<file path="src/rtl/mem_port_arbiter_pkg.sv">
// Shared types and constants for the fetch/data memory port arbiter.
package mem_port_arbiter_pkg;

    // Arbiter sequencing states
    typedef enum logic [1:0] {
        ARB_IDLE   = 2'b00,
        ARB_ACCESS = 2'b01,
        ARB_RESP   = 2'b10
    } arb_state_e;

    // Which requester currently owns the memory port
    typedef enum logic {
        OWN_FETCH = 1'b0,
        OWN_DATA  = 1'b1
    } arb_owner_e;

    localparam int TIMEOUT_CYC_DEF = 255;
    localparam int STARVE_LIM_DEF  = 4;

    // Widths of the timeout counter and the fetch-starvation counter
    localparam int TMO_W    = 8;
    localparam int STARVE_W = 4;

    // Saturating increment for the starvation counter
    function automatic logic [STARVE_W-1:0] starve_inc(input logic [STARVE_W-1:0] cnt);
        return (cnt == {STARVE_W{1'b1}}) ? cnt : cnt + 1'b1;
    endfunction

endpackage

</file>
<file path="src/rtl/arb_timeout_cnt.sv">
// Access timeout counter: counts wait cycles of one memory access and flags
// the terminal count at TIMEOUT_CYC-1. Shared with the bus bridge.
module arb_timeout_cnt
    import mem_port_arbiter_pkg::*;
#(
    parameter int TIMEOUT_CYC = TIMEOUT_CYC_DEF
) (
    input  logic clk_i,
    input  logic rst_i,
    input  logic clr_i,
    input  logic en_i,
    output logic tc_o
);

    localparam logic [TMO_W-1:0] TC_VAL = TMO_W'(TIMEOUT_CYC - 1);

    logic [TMO_W-1:0] cnt_q;
    logic [TMO_W-1:0] cnt_d;

    assign tc_o = (cnt_q == TC_VAL);

    // Clear wins over enable; the count parks at the terminal value.
    always_comb begin
        cnt_d = cnt_q;
        if (clr_i) begin
            cnt_d = '0;
        end else if (en_i && !tc_o) begin
            cnt_d = cnt_q + 1'b1;
        end
    end

    // Count register with synchronous reset.
    always_ff @(posedge clk_i) begin
        if (rst_i) begin
            cnt_q <= '0;
        end else begin
            cnt_q <= cnt_d;
        end
    end

endmodule

</file>
<file path="src/rtl/mem_port_arbiter.sv">
// Shares one memory port between instruction fetch and load/store traffic.
// The winning request is latched, driven on the memory bus until mem_ack or
// timeout, and answered with a one-cycle ack to the owner.
//
// state      | meaning
// -----------+--------------------------------------------------------------
// ARB_IDLE   | no transfer; arbitrate i_req/d_req, latch the winner's fields
// ARB_ACCESS | mem_req held with latched fields until mem_ack or timeout
// ARB_RESP   | one-cycle ack (and err) to the owner; requests are ignored
module mem_port_arbiter
    import mem_port_arbiter_pkg::*;
#(
    parameter int ADDR_W      = 32,
    parameter int DATA_W      = 32,
    parameter int TIMEOUT_CYC = TIMEOUT_CYC_DEF,
    parameter int STARVE_LIM  = STARVE_LIM_DEF
) (
    input  logic                CLK,
    input  logic                RES,
    // fetch requester
    input  logic                i_req,
    input  logic [ADDR_W-1:0]   i_addr,
    output logic                i_ack,
    output logic [DATA_W-1:0]   i_rdata,
    output logic                i_err,
    // load/store requester
    input  logic                d_req,
    input  logic                d_we,
    input  logic [ADDR_W-1:0]   d_addr,
    input  logic [DATA_W-1:0]   d_wdata,
    input  logic [DATA_W/8-1:0] d_wstrb,
    output logic                d_ack,
    output logic [DATA_W-1:0]   d_rdata,
    output logic                d_err,
    // memory port
    output logic                mem_req,
    output logic                mem_we,
    output logic [ADDR_W-1:0]   mem_addr,
    output logic [DATA_W-1:0]   mem_wdata,
    output logic [DATA_W/8-1:0] mem_wstrb,
    input  logic                mem_ack,
    input  logic [DATA_W-1:0]   mem_rdata,
    output logic                busy
);

    localparam int STRB_W = DATA_W / 8;
    localparam logic [STARVE_W-1:0] STARVE_LIM_C = STARVE_W'(STARVE_LIM);

    arb_state_e          state_q,      state_d;
    arb_owner_e          owner_q,      owner_d;
    logic [STARVE_W-1:0] starve_cnt_q, starve_cnt_d;
    logic                mem_req_q,    mem_req_d;
    logic                mem_we_q,     mem_we_d;
    logic [ADDR_W-1:0]   mem_addr_q,   mem_addr_d;
    logic [DATA_W-1:0]   mem_wdata_q,  mem_wdata_d;
    logic [STRB_W-1:0]   mem_wstrb_q,  mem_wstrb_d;
    logic                err_q,        err_d;
    logic [DATA_W-1:0]   i_rdata_q,    i_rdata_d;
    logic [DATA_W-1:0]   d_rdata_q,    d_rdata_d;

    logic grant_data;
    logic tmo_clr;
    logic tmo_en;
    logic tmo_tc;

    arb_timeout_cnt #(
        .TIMEOUT_CYC (TIMEOUT_CYC)
    ) u_tmo (
        .clk_i (CLK),
        .rst_i (RES),
        .clr_i (tmo_clr),
        .en_i  (tmo_en),
        .tc_o  (tmo_tc)
    );

    // Arbitration, request latching, completion/timeout and response sequencing.
    always_comb begin
        state_d      = state_q;
        owner_d      = owner_q;
        starve_cnt_d = starve_cnt_q;
        mem_req_d    = mem_req_q;
        mem_we_d     = mem_we_q;
        mem_addr_d   = mem_addr_q;
        mem_wdata_d  = mem_wdata_q;
        mem_wstrb_d  = mem_wstrb_q;
        err_d        = err_q;
        i_rdata_d    = i_rdata_q;
        d_rdata_d    = d_rdata_q;
        grant_data   = 1'b0;
        tmo_clr      = 1'b0;
        tmo_en       = 1'b0;

        case (state_q)
            ARB_IDLE: begin
                if (i_req || d_req) begin
                    // Data normally wins a tie; a fetch that has watched
                    // STARVE_LIM data grants in a row takes the port instead.
                    grant_data = d_req && !(i_req && (starve_cnt_q >= STARVE_LIM_C));
                    if (grant_data) begin
                        owner_d      = OWN_DATA;
                        mem_we_d     = d_we;
                        mem_addr_d   = d_addr;
                        mem_wdata_d  = d_wdata;
                        mem_wstrb_d  = d_wstrb;
                        starve_cnt_d = i_req ? starve_inc(starve_cnt_q) : '0;
                    end else begin
                        owner_d      = OWN_FETCH;
                        mem_we_d     = 1'b0;
                        mem_addr_d   = i_addr;
                        mem_wdata_d  = '0;
                        mem_wstrb_d  = '0;
                        starve_cnt_d = '0;
                    end
                    mem_req_d = 1'b1;
                    err_d     = 1'b0;
                    tmo_clr   = 1'b1;
                    state_d   = ARB_ACCESS;
                end
            end

            ARB_ACCESS: begin
                if (mem_ack) begin
                    // A late ack in the terminal cycle still counts as success.
                    mem_req_d = 1'b0;
                    err_d     = 1'b0;
                    state_d   = ARB_RESP;
                    if (owner_q == OWN_DATA) begin
                        d_rdata_d = mem_rdata;
                    end else begin
                        i_rdata_d = mem_rdata;
                    end
                end else if (tmo_tc) begin
                    mem_req_d = 1'b0;
                    err_d     = 1'b1;
                    state_d   = ARB_RESP;
                    if (owner_q == OWN_DATA) begin
                        d_rdata_d = '0;
                    end else begin
                        i_rdata_d = '0;
                    end
                end else begin
                    tmo_en = 1'b1;
                end
            end

            ARB_RESP: begin
                err_d   = 1'b0;
                state_d = ARB_IDLE;
            end

            default: begin
                mem_req_d = 1'b0;
                err_d     = 1'b0;
                state_d   = ARB_IDLE;
            end
        endcase
    end

    // State, latched bus fields and response data registers.
    always_ff @(posedge CLK) begin
        if (RES) begin
            state_q      <= ARB_IDLE;
            owner_q      <= OWN_FETCH;
            starve_cnt_q <= '0;
            mem_req_q    <= 1'b0;
            mem_we_q     <= 1'b0;
            mem_addr_q   <= '0;
            mem_wdata_q  <= '0;
            mem_wstrb_q  <= '0;
            err_q        <= 1'b0;
            i_rdata_q    <= '0;
            d_rdata_q    <= '0;
        end else begin
            state_q      <= state_d;
            owner_q      <= owner_d;
            starve_cnt_q <= starve_cnt_d;
            mem_req_q    <= mem_req_d;
            mem_we_q     <= mem_we_d;
            mem_addr_q   <= mem_addr_d;
            mem_wdata_q  <= mem_wdata_d;
            mem_wstrb_q  <= mem_wstrb_d;
            err_q        <= err_d;
            i_rdata_q    <= i_rdata_d;
            d_rdata_q    <= d_rdata_d;
        end
    end

    assign mem_req   = mem_req_q;
    assign mem_we    = mem_we_q;
    assign mem_addr  = mem_addr_q;
    assign mem_wdata = mem_wdata_q;
    assign mem_wstrb = mem_wstrb_q;

    assign i_ack   = (state_q == ARB_RESP) && (owner_q == OWN_FETCH);
    assign d_ack   = (state_q == ARB_RESP) && (owner_q == OWN_DATA);
    assign i_err   = i_ack && err_q;
    assign d_err   = d_ack && err_q;
    assign i_rdata = i_rdata_q;
    assign d_rdata = d_rdata_q;
    assign busy    = (state_q != ARB_IDLE);

endmodule

</file>
<file path="config.mk">
export PLATFORM = sky130hd
export DESIGN_NAME = mem_port_arbiter
export DESIGN_NICKNAME = d
export VERILOG_FILES = /design/src/rtl/mem_port_arbiter_pkg.sv /design/src/rtl/arb_timeout_cnt.sv /design/src/rtl/mem_port_arbiter.sv
export SDC_FILE = /design/constraint.sdc
export NUM_CORES = 1
export LEC_CHECK = 0
export ABC_AREA = 1
export BUFFER_PORTS_ARGS = -buffer_cell sky130_fd_sc_hd__buf_2
export CORE_MARGIN = 10
export CORE_UTILIZATION = 45
export CTS_CLUSTER_SIZE = 40
export DETAILED_ROUTE_END_ITERATION = 10
export PLACE_DENSITY = 0.86
export SYNTH_ARGS = -nofsm -noshare
export SYNTH_HDL_FRONTEND = slang
export SYNTH_SLANG_ARGS = --single-unit
</file>
<file path="constraint.sdc">
create_clock -name CLK -period 5 [get_ports CLK]
set_clock_uncertainty 0.15 [all_clocks]
set_input_delay 0.5 -clock CLK [delete_from_list [all_inputs] [get_ports CLK]]
set_output_delay 0.5 -clock CLK [all_outputs]
set_load 0.01 [all_outputs]
</file>
==> summary.txt <==
Result of the run: finished, final reports clean
Share of the cycle needed by the critical path after routing: 52.3%
Per-cell via count in the routed design: 4.59
IO buf count: 276
Cts bufs inserted: 17
I/O pin total: 277
Finished Layout Cells: 1388
Arrival time at the worst endpoint: 2760 ps
Area of the core: 0.0140 mm2
Power Density: 369 mW/mm2
Area Growth Syn to Fin: 31.7%
Number of flops mapped to enable cells by yosys: 0
Final-layout fill cell count: 1231
Initial standard-cell utilization of the core: 46.3%
Setup TNS: 0 ps
Quantity of gates resized following cts: 0
Clk Latency, worst-skew pair: 420 ps
Antenna diode count: 0
Fraction of final layout cells sized beyond drive strength 1: 29.3%
CTS tree: done
Nets: 1337
Row cnt: 43
Number of post-CTS setup repair buffers: 0
Synthesized area per cell: 6.84 um2
Post-layout instance area: 0.00852 mm2
Number of cells produced by synthesis: 946
Number of endpoints failing setup at the final stage: 0
Top cell type by total area after synthesis: dfxtp_1
Number of vias after detailed routing: 6368
Root buffer cell: clkbuf_16
Cell types occupying the most area after synthesis: dfxtp_1, nand2_1, inv_1
Buffer depth of the longest clock path: 2
Final hold violations: 0
1st-pass router iterations: 5
Worst r2r src: u_tmo.cnt_q[0]$_SDFFE_PP0P_
Flip-flop and latch count after synthesis: 150
Slew at the pin closest to its max-slew limit: 1270 ps
Crit path kind: register to register
Post-cts hold buffer count: 0
Startpoint of the most critical hold path: RES
Clock-pin slew on the worst setup and hold paths: 60 ps
Aggregate global-route resource usage: 18.4%
Reported max-cap violation count: 0
Endpoint of the most critical register-to-register path: i_rdata[20]$_SDFFE_PP0P_
WHS Path Cells: 2
Number of routed nets with antenna violations: 0
Maximum vdd ir drop: 314 uV
Portion of synthesized cell area occupied by the leading cell type: 46.4%
Met1 routing resource usage after global routing: 19.6%
Critical Path Slowest Stage Cell: nand3_2
Cells traversed along the worst timing path: inv_1 > ha_1 > nand2_1 > nor2_1 > nand2_2 > nand2_4 > nand3_2 > nor2_1 > nor2_1
Max-slew headroom at the worst pin: 15.4%
Total Die Area: 0.0196 mm2
P_leak: 4.93 nW
Synth Net Count: 1087
Half-perimeter wire length after detailed placement: 13900 um
Yosys warnings: 0
Netlist area before placement: 0.00647 mm2
Number of global-route vias before repair: 6137
Proportion of register bits with asynchronous set or reset after synthesis: 0%
Endpoint with the worst hold slack: starve_cnt_q[3]$_SDFFE_PP0P_
Sequential fraction of the synthesis area: 46.4%
Congestion Overflow GR: 0
Number of cells on the worst reg-to-reg path: 9
Startpoint kind of the worst setup timing path: register
Slack of the worst reg-to-reg path: 2380 ps
Clock period minus final worst setup slack: 2620 ps
Cell area reported after detailed placement: 0.00786 mm2
Routed wire length: 19100 um
Pin count of the biggest net entering global routing: 71
Cell seen most often among critical-path stages: nor2_1
Main flop type after synthesis: dfxtp_1
Crit path largest cell delay: 840 ps
Worst EP required: 5150 ps
Maximum fanout along the worst path: 56
Gpl congestion: 0.828
Final hold slack: 158 ps
Area taken by multi-input logic gates: 0.00261 mm2
Unrepaired setup endpoints after global routing: false
Routed WL per cell: 13.8 um
Max Transition Viols Final: 0
Sequential cell area in the final layout: 0.00300 mm2
Top post-synthesis cells by count: nand2_1, inv_1, dfxtp_1, nor2_1, o21ai_0
Type of the tightest min-delay check: input port to register
Vert. Die Dim: 140 um
Number of distinct library cells after synthesis: 29
Number of placed cells counting well taps: 1357
Met3 capacity usage during global routing: 9.84%
Met2 Resource Use GR: 30.0%
Busiest layer in global routing: met2
Most repeated cell in the gate-level netlist after synthesis: nand2_1
Achievable frequency: 0.382 GHz
Clock net sink count: 150
Antenna violations before repair: 0
Width of the die: 140 um
Worst setup EP type: register
Number of H-tree levels: 4
Number of remaining DRC errors: 0
First-pass GRT wire length: 29900 um
DR iter-0 viols: 285
[sequential cells by signal, summed over array words and instances, names as in the netlist]
register,count
owner_q,1
state_q,2
mem_wdata,32
u_tmo.cnt_q,8
d_rdata,32
mem_addr,32
i_rdata,32
mem_wstrb,4
mem_req,1
err_q,1
starve_cnt_q,4
mem_we,1
[layer usage]
metal  wire length [um]  part of all wire (%)
met2               9140                    48
met1               7420                    39
met4                412                   2.2
met5                  0                     0
met3               2130                    11
[kinds of logic after synthesis]
family	count (synthesis)	share of synthesized area, %
buf+inv	212	13.4
fa+ha+maj	3	0.580
flops	150	46.4
compound gates	88	8.14
simple gates	490	31.1
xor+xnor	3	0.406
[cell usage in the layout, fill, tap and decap left out, drive strengths merged]
cell and n:
clkinv 3, dfxtp 150, nand4 16, xor2 1, o21bai 1, o21ai 45, buf 280, nand2 304
nand3b 1, o211ai 32, clkbuf 23, or2 32, inv 162, bufinv 5, a21oi 10, clkinvlp 1
nor2 124, nand3 11, nor3 2, xnor2 2, ha 3
[worst max-delay path: cells and delay by family, from the launching register on]
family / cells / cell delay [ps]
AND/OR/NAND/NOR: 7 / 1740
flip-flops: 1 / 330
adder cells (fa/ha/maj): 1 / 160
buffers and inverters: 1 / 90
[per-stage QoR]
stage / util [%] / setup slack (ps) / power [mW]
2_1_floorplan: - / 3340 / 1.57
3_5_place_dp: 56.2 / 2010 / 1.75
6_report: 60.9 / 2380 / 3.15
3_3_place_gp: 56.2 / 2100 / 1.74
4_1_cts: 60.9 / 2380 / 3.18
5_1_grt: 60.9 / 2130 / 3.28
[report_power, final]
group / total [mW] / leakage (nW) / switching [mW] / internal, mW
combinational: 0.406 / 3.38 / 0.245 / 0.161
clock: 1.43 / 0.325 / 0.477 / 0.948
sequential: 1.31 / 1.23 / 0.0415 / 1.27
total: 3.15 / 4.93 / 0.764 / 2.38
[layout make-up]
cell class	count	area share (%)
tap	180	2.64
clock inverter	8	1.97
multi-input combinational	584	30.6
sequential	150	35.2
inverter	163	7.18
timing repair buffer	280	16.6
clock buffer	23	5.84
[worst max path at each step]
stage / from / to / depth (start not counted)
3_5_place_dp: mem_ack / i_rdata[20]$_SDFFE_PP0P_ / 6
6_report: u_tmo.cnt_q[0]$_SDFFE_PP0P_ / i_rdata[20]$_SDFFE_PP0P_ / 9
3_3_place_gp: mem_ack / i_rdata[23]$_SDFFE_PP0P_ / 6
2_1_floorplan: mem_ack / d_rdata[10]$_SDFFE_PP0P_ / 8
4_1_cts: u_tmo.cnt_q[0]$_SDFFE_PP0P_ / i_rdata[20]$_SDFFE_PP0P_ / 9
5_1_grt: u_tmo.cnt_q[0]$_SDFFE_PP0P_ / i_rdata[20]$_SDFFE_PP0P_ / 9
No activity file was read; power rests on OpenSTA's default activity.
